**src/rtl/prim_shadow_wr_ctrl.sv**
```systemverilog
// Two-phase write controller for one shadowed register: stages, confirms and commits writes,
// keeps an inverted shadow copy and flags mismatches. Optional: PRIM_SHADOW_STAGE_TIMEOUT_EN.
module prim_shadow_wr_ctrl #(
   parameter int unsigned      Width         = 8,
   parameter logic [Width-1:0] ResetValue    = '0,
   parameter int unsigned      TimeoutCycles = 16
) (
   input  logic             clk_i,
   input  logic             rst_i,
   input  logic             we_i,
   input  logic [Width-1:0] wd_i,
   input  logic             de_i,
   input  logic [Width-1:0] d_i,
   input  logic [Width-1:0] committed_q_i,
   output logic             commit_en_o,
   output logic [Width-1:0] commit_d_o,
   output logic [Width-1:0] staged_q_o,
   output logic             phase_o,
   output logic             update_err_o,
   output logic             storage_err_o,
`ifdef PRIM_SHADOW_STAGE_TIMEOUT_EN
   output logic             timeout_o,
`endif
   output logic             de_drop_o
);

   typedef enum logic {StIdle, StStaged} phase_e;

   phase_e           r_phase, w_phase_d;
   logic [Width-1:0] r_staged, w_staged_d;
   logic [Width-1:0] r_shadow, w_shadow_d;
   logic             r_storage_err;
   logic             r_post_rst;
   logic             w_commit_en;
   logic [Width-1:0] w_commit_d;
   logic             w_update_err;
   logic             w_de_drop;
   logic             w_storage_bad;

`ifdef PRIM_SHADOW_STAGE_TIMEOUT_EN
   localparam int unsigned CntW = $clog2(TimeoutCycles + 1);
   logic [CntW-1:0] r_cnt, w_cnt_d;
   logic            w_timeout;
`endif

   always_comb begin
      w_phase_d    = r_phase;
      w_staged_d   = r_staged;
      w_shadow_d   = r_shadow;
      w_commit_en  = 1'b0;
      w_commit_d   = r_staged;
      w_update_err = 1'b0;
      w_de_drop    = 1'b0;
      if (we_i) begin
         // Software write wins; a concurrent hardware update is discarded.
         w_de_drop = de_i;
         unique case (r_phase)
            StIdle: begin
               w_staged_d = wd_i;
               w_phase_d  = StStaged;
            end
            StStaged: begin
               w_phase_d = StIdle;
               if (wd_i == r_staged) begin
                  w_commit_en = 1'b1;
                  w_commit_d  = wd_i;
                  w_shadow_d  = ~wd_i;
               end else begin
                  w_update_err = 1'b1;
               end
            end
         endcase
      end else if (de_i) begin
         w_commit_en = 1'b1;
         w_commit_d  = d_i;
         w_shadow_d  = ~d_i;
         w_staged_d  = d_i;
      end
`ifdef PRIM_SHADOW_STAGE_TIMEOUT_EN
      w_timeout = (r_phase == StStaged) && !we_i && (r_cnt == CntW'(TimeoutCycles));
      w_cnt_d   = r_cnt;
      if (r_phase == StIdle) begin
         w_cnt_d = '0;
      end else if (!we_i && !w_timeout) begin
         w_cnt_d = r_cnt + 1'b1;
      end
      if (w_timeout) begin
         w_phase_d = StIdle;
      end
`endif
   end

   assign w_storage_bad = (committed_q_i != ~r_shadow);

   always_ff @(posedge clk_i or posedge rst_i) begin
      if (rst_i) begin
         r_phase       <= StIdle;
         r_staged      <= '0;
         r_shadow      <= ~ResetValue;
         r_storage_err <= 1'b0;
         r_post_rst    <= 1'b1;
      end else begin
         r_phase    <= w_phase_d;
         r_staged   <= w_staged_d;
         r_shadow   <= w_shadow_d;
         r_post_rst <= 1'b0;
         // The committed flop is in flux on a commit edge, and its reset may lag ours by a cycle.
         if (!r_post_rst && !w_commit_en && w_storage_bad) begin
            r_storage_err <= 1'b1;
         end
      end
   end

`ifdef PRIM_SHADOW_STAGE_TIMEOUT_EN
   always_ff @(posedge clk_i or posedge rst_i) begin
      if (rst_i) begin
         r_cnt <= '0;
      end else begin
         r_cnt <= w_cnt_d;
      end
   end

   assign timeout_o = w_timeout;
`endif

   assign commit_en_o   = w_commit_en;
   assign commit_d_o    = w_commit_d;
   assign staged_q_o    = r_staged;
   assign phase_o       = (r_phase == StStaged);
   assign update_err_o  = w_update_err;
   assign storage_err_o = r_storage_err;
   assign de_drop_o     = w_de_drop;

endmodule

```
**config.mk**
```make
export PLATFORM = sky130hd
export DESIGN_NAME = prim_shadow_wr_ctrl
export DESIGN_NICKNAME = d
export VERILOG_FILES = /design/src/rtl/prim_shadow_wr_ctrl.sv
export SDC_FILE = /design/constraint.sdc
export NUM_CORES = 1
export LEC_CHECK = 0
export BUFFER_PORTS_ARGS = -buffer_cell sky130_fd_sc_hd__buf_2
export CORE_AREA = 2 2 64 60
export CTS_BUF_LIST = sky130_fd_sc_hd__clkbuf_2
export CTS_CLUSTER_SIZE = 30
export DETAILED_ROUTE_END_ITERATION = 10
export DIE_AREA = 0 0 66 62
export GPL_ROUTABILITY_DRIVEN = 0
export MAX_ROUTING_LAYER = met4
export PLACE_DENSITY = 0.74
export SKIP_CTS_REPAIR_TIMING = 1
export SLEW_MARGIN = 25
export SYNTH_ARGS = -nofsm -noshare
export SYNTH_HDL_FRONTEND = slang
export SYNTH_SLANG_ARGS = --single-unit
export TNS_END_PERCENT = 50
```
**constraint.sdc**
```tcl
create_clock -name clk_i -period 2.3 [get_ports clk_i]
set_clock_uncertainty 0.15 [all_clocks]
set_input_delay 0.23 -clock clk_i [delete_from_list [all_inputs] [get_ports clk_i]]
set_output_delay 0.23 -clock clk_i [all_outputs]
set_load 0.02 [all_outputs]
```
* Word-level counts from Yosys, hierarchy flattened
Cells that the tools add are included.
Storage, ports and cells: flip-flop bits (word level) 19, word-level logic and storage cells 39
Operators by class: equal/unequal tests 5, muxes and demuxes 19, bitwise operators 4, reduce and logical (&&, ||, !) cells 6
Operators by type and width (number):
- $mux W8 | 10
- $not A8 Y8 | 3
- $eq A8 B8 Y1 | 1
- $mux W1 | 8
- $ne A8 B8 Y1 | 1
- $ne A2 B1 Y1 const B | 2
- $reduce_and A3 Y1 | 1
- $logic_and A1 B1 Y1 | 2
- $logic_not A1 Y1 | 2
- $ne A2 B2 Y1 const B | 1
- $pmux W1 S2 | 1
- $reduce_bool A2 Y1 | 1
- $not A1 Y1 | 1

* Longest topological paths before layout
word-level depth 7, depth in mapped cells 5, depth with buffers taken out 4

* Worst setup path before layout
OpenSTA, ideal clock, no wires.
path type reg2out, start point reg r_staged[0], in the netlist staged_q_o[0], end point out commit_en_o, arrival 1.651 ns, data required time 1.920 ns, slack 0.269 ns, cell stages (with the launch flop) 5, path buffers 0, cell sequence dfrtp_1 > xnor2_1 > nand4_2 > nor4_2 > or2_2
Between the ends: word-level cells in the longest chain between the ends 4
Ends and longest elaborated chain:
- start: declaration | RTL line 30 | logic [Width-1:0] r_staged, w_staged_d;
- start signal: assignment | RTL line 104 | r_staged <= w_staged_d;
- $eq A8 B8 Y1 | RTL line 64 | if (wd_i == r_staged) begin
- $mux W1 | RTL line 64
- $mux W1 | RTL line 57 | unique case (r_phase)
- $mux W1 | RTL line 54 | if (we_i) begin
- end: declaration | RTL line 15 | output logic commit_en_o,
No other way between the ends.

* Final worst setup path
Same ends and word-level chain as after synthesis.

==> impl_metrics.ini <==
[status]
status = completed

[power]
p_per_area_nw_per_um2 = 724
ir_drop_uv = 392
comb_power_share = 0.498
pwr-share-seq = 0.380
power.internal_uw = 739
p_sw_uw = 525
leakagePower_nw = 0.818
pwr-share-clk = 0.121
swShare = 0.415

[synth]
synthCells = 146
synth_edf_count = 0
ys_ff_latch = 19
ys_warn_count = 0
ys_seq_area_frac = 0.373
yosys.area.top_type = dfrtp_1
synthXorXnorAreaFrac = 0.114
yosys.cell_types.count = 31
synth_top_family_by_area = simple AND/OR/NAND/NOR gates
yosysTopAreaCellShare = 0.192
syn_area_per_cell_um2 = 8.95
synth-simple-area-share = 0.205
ys.flop_type = dfrtp_1
synth-compound-area-share = 0.133
netlist_area_um2 = 1310
syn-num-nets = 174
synth.top_cells.by_area = dfrtp_1, dfstp_2, mux2_2, xor2_1, xnor2_1
synthMuxAreaShare = 0.120
async_flop_share = 1.00
synth_fa_ha_area_frac = 0

[global_route]
grt_pass1_wl_um = 5150
grt_max_degree = 27
overflow = 0
antenna_found_initial = 0
track_usage = 0.172
grt_pass1_vias = 1114

[clock_network]
htreeDepth = 1
cts_root_buf = clkbuf_2
cts_sinks = 19
cts_tree = yes
clk_latency_ns = 0.31
cts_buffer_depth = 2
cts-buffers-inserted = 3
clkTransAtPathRegs_ns = 0.19

[routing]
wirelength_um = 3350
post-route-drc-count = 0
vias = 1243
drt_iter0_markers = 45
drtAntennaViolNets = 0
drt_first_pass_iters = 4
wire_per_inst_um = 13.2
drt-vias-per-instance = 4.91

[timing]
final_max_slew_viol_count = 0
setup_slack_ns = 0.126
period_needed_ns = 2.17
setup_viol = 0
fmax_ghz = 0.460
slew_headroom = 0.504
post-route-period-util = 0.945
tightest_slew_ns = 0.744
hold_violations = 0

[hold_path]
hold_class = in2reg

[place]
dp_hpwl_um = 2430
dp_slack_ns = 0.360
port_buffers = 48

[floorplan]
ioPinCount = 49
rows = 21
die_x_um = 66
fp.dieH_um = 62
start_util = 0.371
dieArea_um2 = 4090
core_area_um2 = 3520

[worst_setup_path]
worstSetupStartpointType = flip-flop
crit_family = simple AND/OR/NAND/NOR gates
critical_path.max_fanout = 5
cp.required_ns = 1.92
crit_slowest_cell = dfrtp_1
criticalPathCategory = reg2out
end_kind = output port
crit_buf_inv = 1
max_stage_delay_ns = 0.44
arrival_ns = 1.79
crit_chain = xnor2_1, nand4_2, nor4_4, or2_2, buf_2

[final_layout]
final_cell_mix = buf_2, nor2_1, mux2_2
syn_to_final_growth_pct = 33.6
finalCoreUtilization = 0.496
final_common_cell = buf_2
drive_gt1_frac = 0.411
insertedDiodeCount = 0
num-nets-final = 236

[flow_run]
maxCapViolations = 0
==> flip-flops by register name, summed over array words and instances (netlist names) <==
name           cells
r_post_rst         1
staged_q_o         8
storage_err_o      1
phase_o            1
r_shadow           8
==> kinds of logic (layout without fill, tap and decap cells) <==
group	after synthesis	after routing
flops	19	19
buf+inv	18	79
simple gates	54	54
other cells	1	1
xor+xnor	17	17
compound gates	23	23
mux	14	14
==> cells in the mapped netlist, drive strengths merged (2+ instances only) <==
cell    count
nor2       18
nand2      11
o31ai       6
a221oi      7
a21oi       3
buf         2
mux2       13
nor2b       8
o41ai       2
dfstp       9
inv        11
dfrtp      10
xnor2       8
xor2        9
nor3        7
nand4       3
o21ai       2
clkbuf      5
nand3       2
==> per-layer routing <==
layer / routed length (um) / share of wire / vias to the layer above / GRT usage
met2: 1550 / 0.46 / 54 / 0.283
li1: - / - / 627 / -
met4: 24 / 0.0072 / 0 / 0.0175
met5: 0 / 0 / - / -
met3: 287 / 0.086 / 4 / 0.0468
met1: 1490 / 0.45 / 558 / 0.224
==> worst register-to-register path, stage by stage (launching register included) <==
cell and delay (ns):
dfrtp_1 0.44, xnor2_1 0.21, nand4_2 0.22, buf_4 0.20, o41a_1 0.52, a221oi_1 0.31
==> power by group through the flow <==
| stage | Clock, mW | Sequential (mW) | Combinational (mW) |
|---|---|---|---|
| after global placement | 0 | 0.485 | 0.587 |
| final | 0.153 | 0.481 | 0.630 |
| after CTS | 0.160 | 0.484 | 0.597 |
| after floorplan | 0 | 0.528 | 0.371 |
| after detailed placement | 0 | 0.491 | 0.595 |
| after global routing | 0.176 | 0.493 | 0.685 |
==> through the flow <==
stage | instances | cell area [um^2] | power [mW] | hold WS, ns | setup TNS [ns]
5_1_grt | 253 | 1750 | 1.36 | 0.00257 | -0.0255
4_1_cts | 242 | 1630 | 1.24 | -0.127 | 0
6_report | 253 | 1750 | 1.26 | 0.0119 | 0
3_5_place_dp | 238 | 1610 | 1.09 | 0.250 | 0
3_3_place_gp | 238 | 1610 | 1.07 | 0.231 | 0
2_1_floorplan | 146 | 1310 | 0.898 | 0.0245 | 0
==> cell type report <==
type                    instances  area, um^2
clock buffers                   4        20.0
fillers                       358        1780
inverters                      11        41.3
multi-input cells             109         759
flip-flops and latches         19         487
well taps                      46        57.6
repair buffers                 64         380
==> final timing paths <==
path | from | to | slack (ns) | depth (start not counted)
max reg2reg | staged_q_o[0]$_DFFE_PP0P_ | r_shadow[4]$_DFFE_PP1P_ | 0.17 | 5
max in group asynchronous | rst_i | staged_q_o[2]$_DFFE_PP0P_ | 1.13 | 3
min | d_i[7] | staged_q_o[7]$_DFFE_PP0P_ | 0.01 | 3
min reg2reg | storage_err_o$_DFFE_PP0P_ | storage_err_o$_DFFE_PP0P_ | 0.33 | 2
max | staged_q_o[0]$_DFFE_PP0P_ | commit_en_o | 0.13 | 5
min in group asynchronous | rst_i | staged_q_o[5]$_DFFE_PP0P_ | 0.41 | 3
Note: power is estimated with default switching activity, not from simulation.
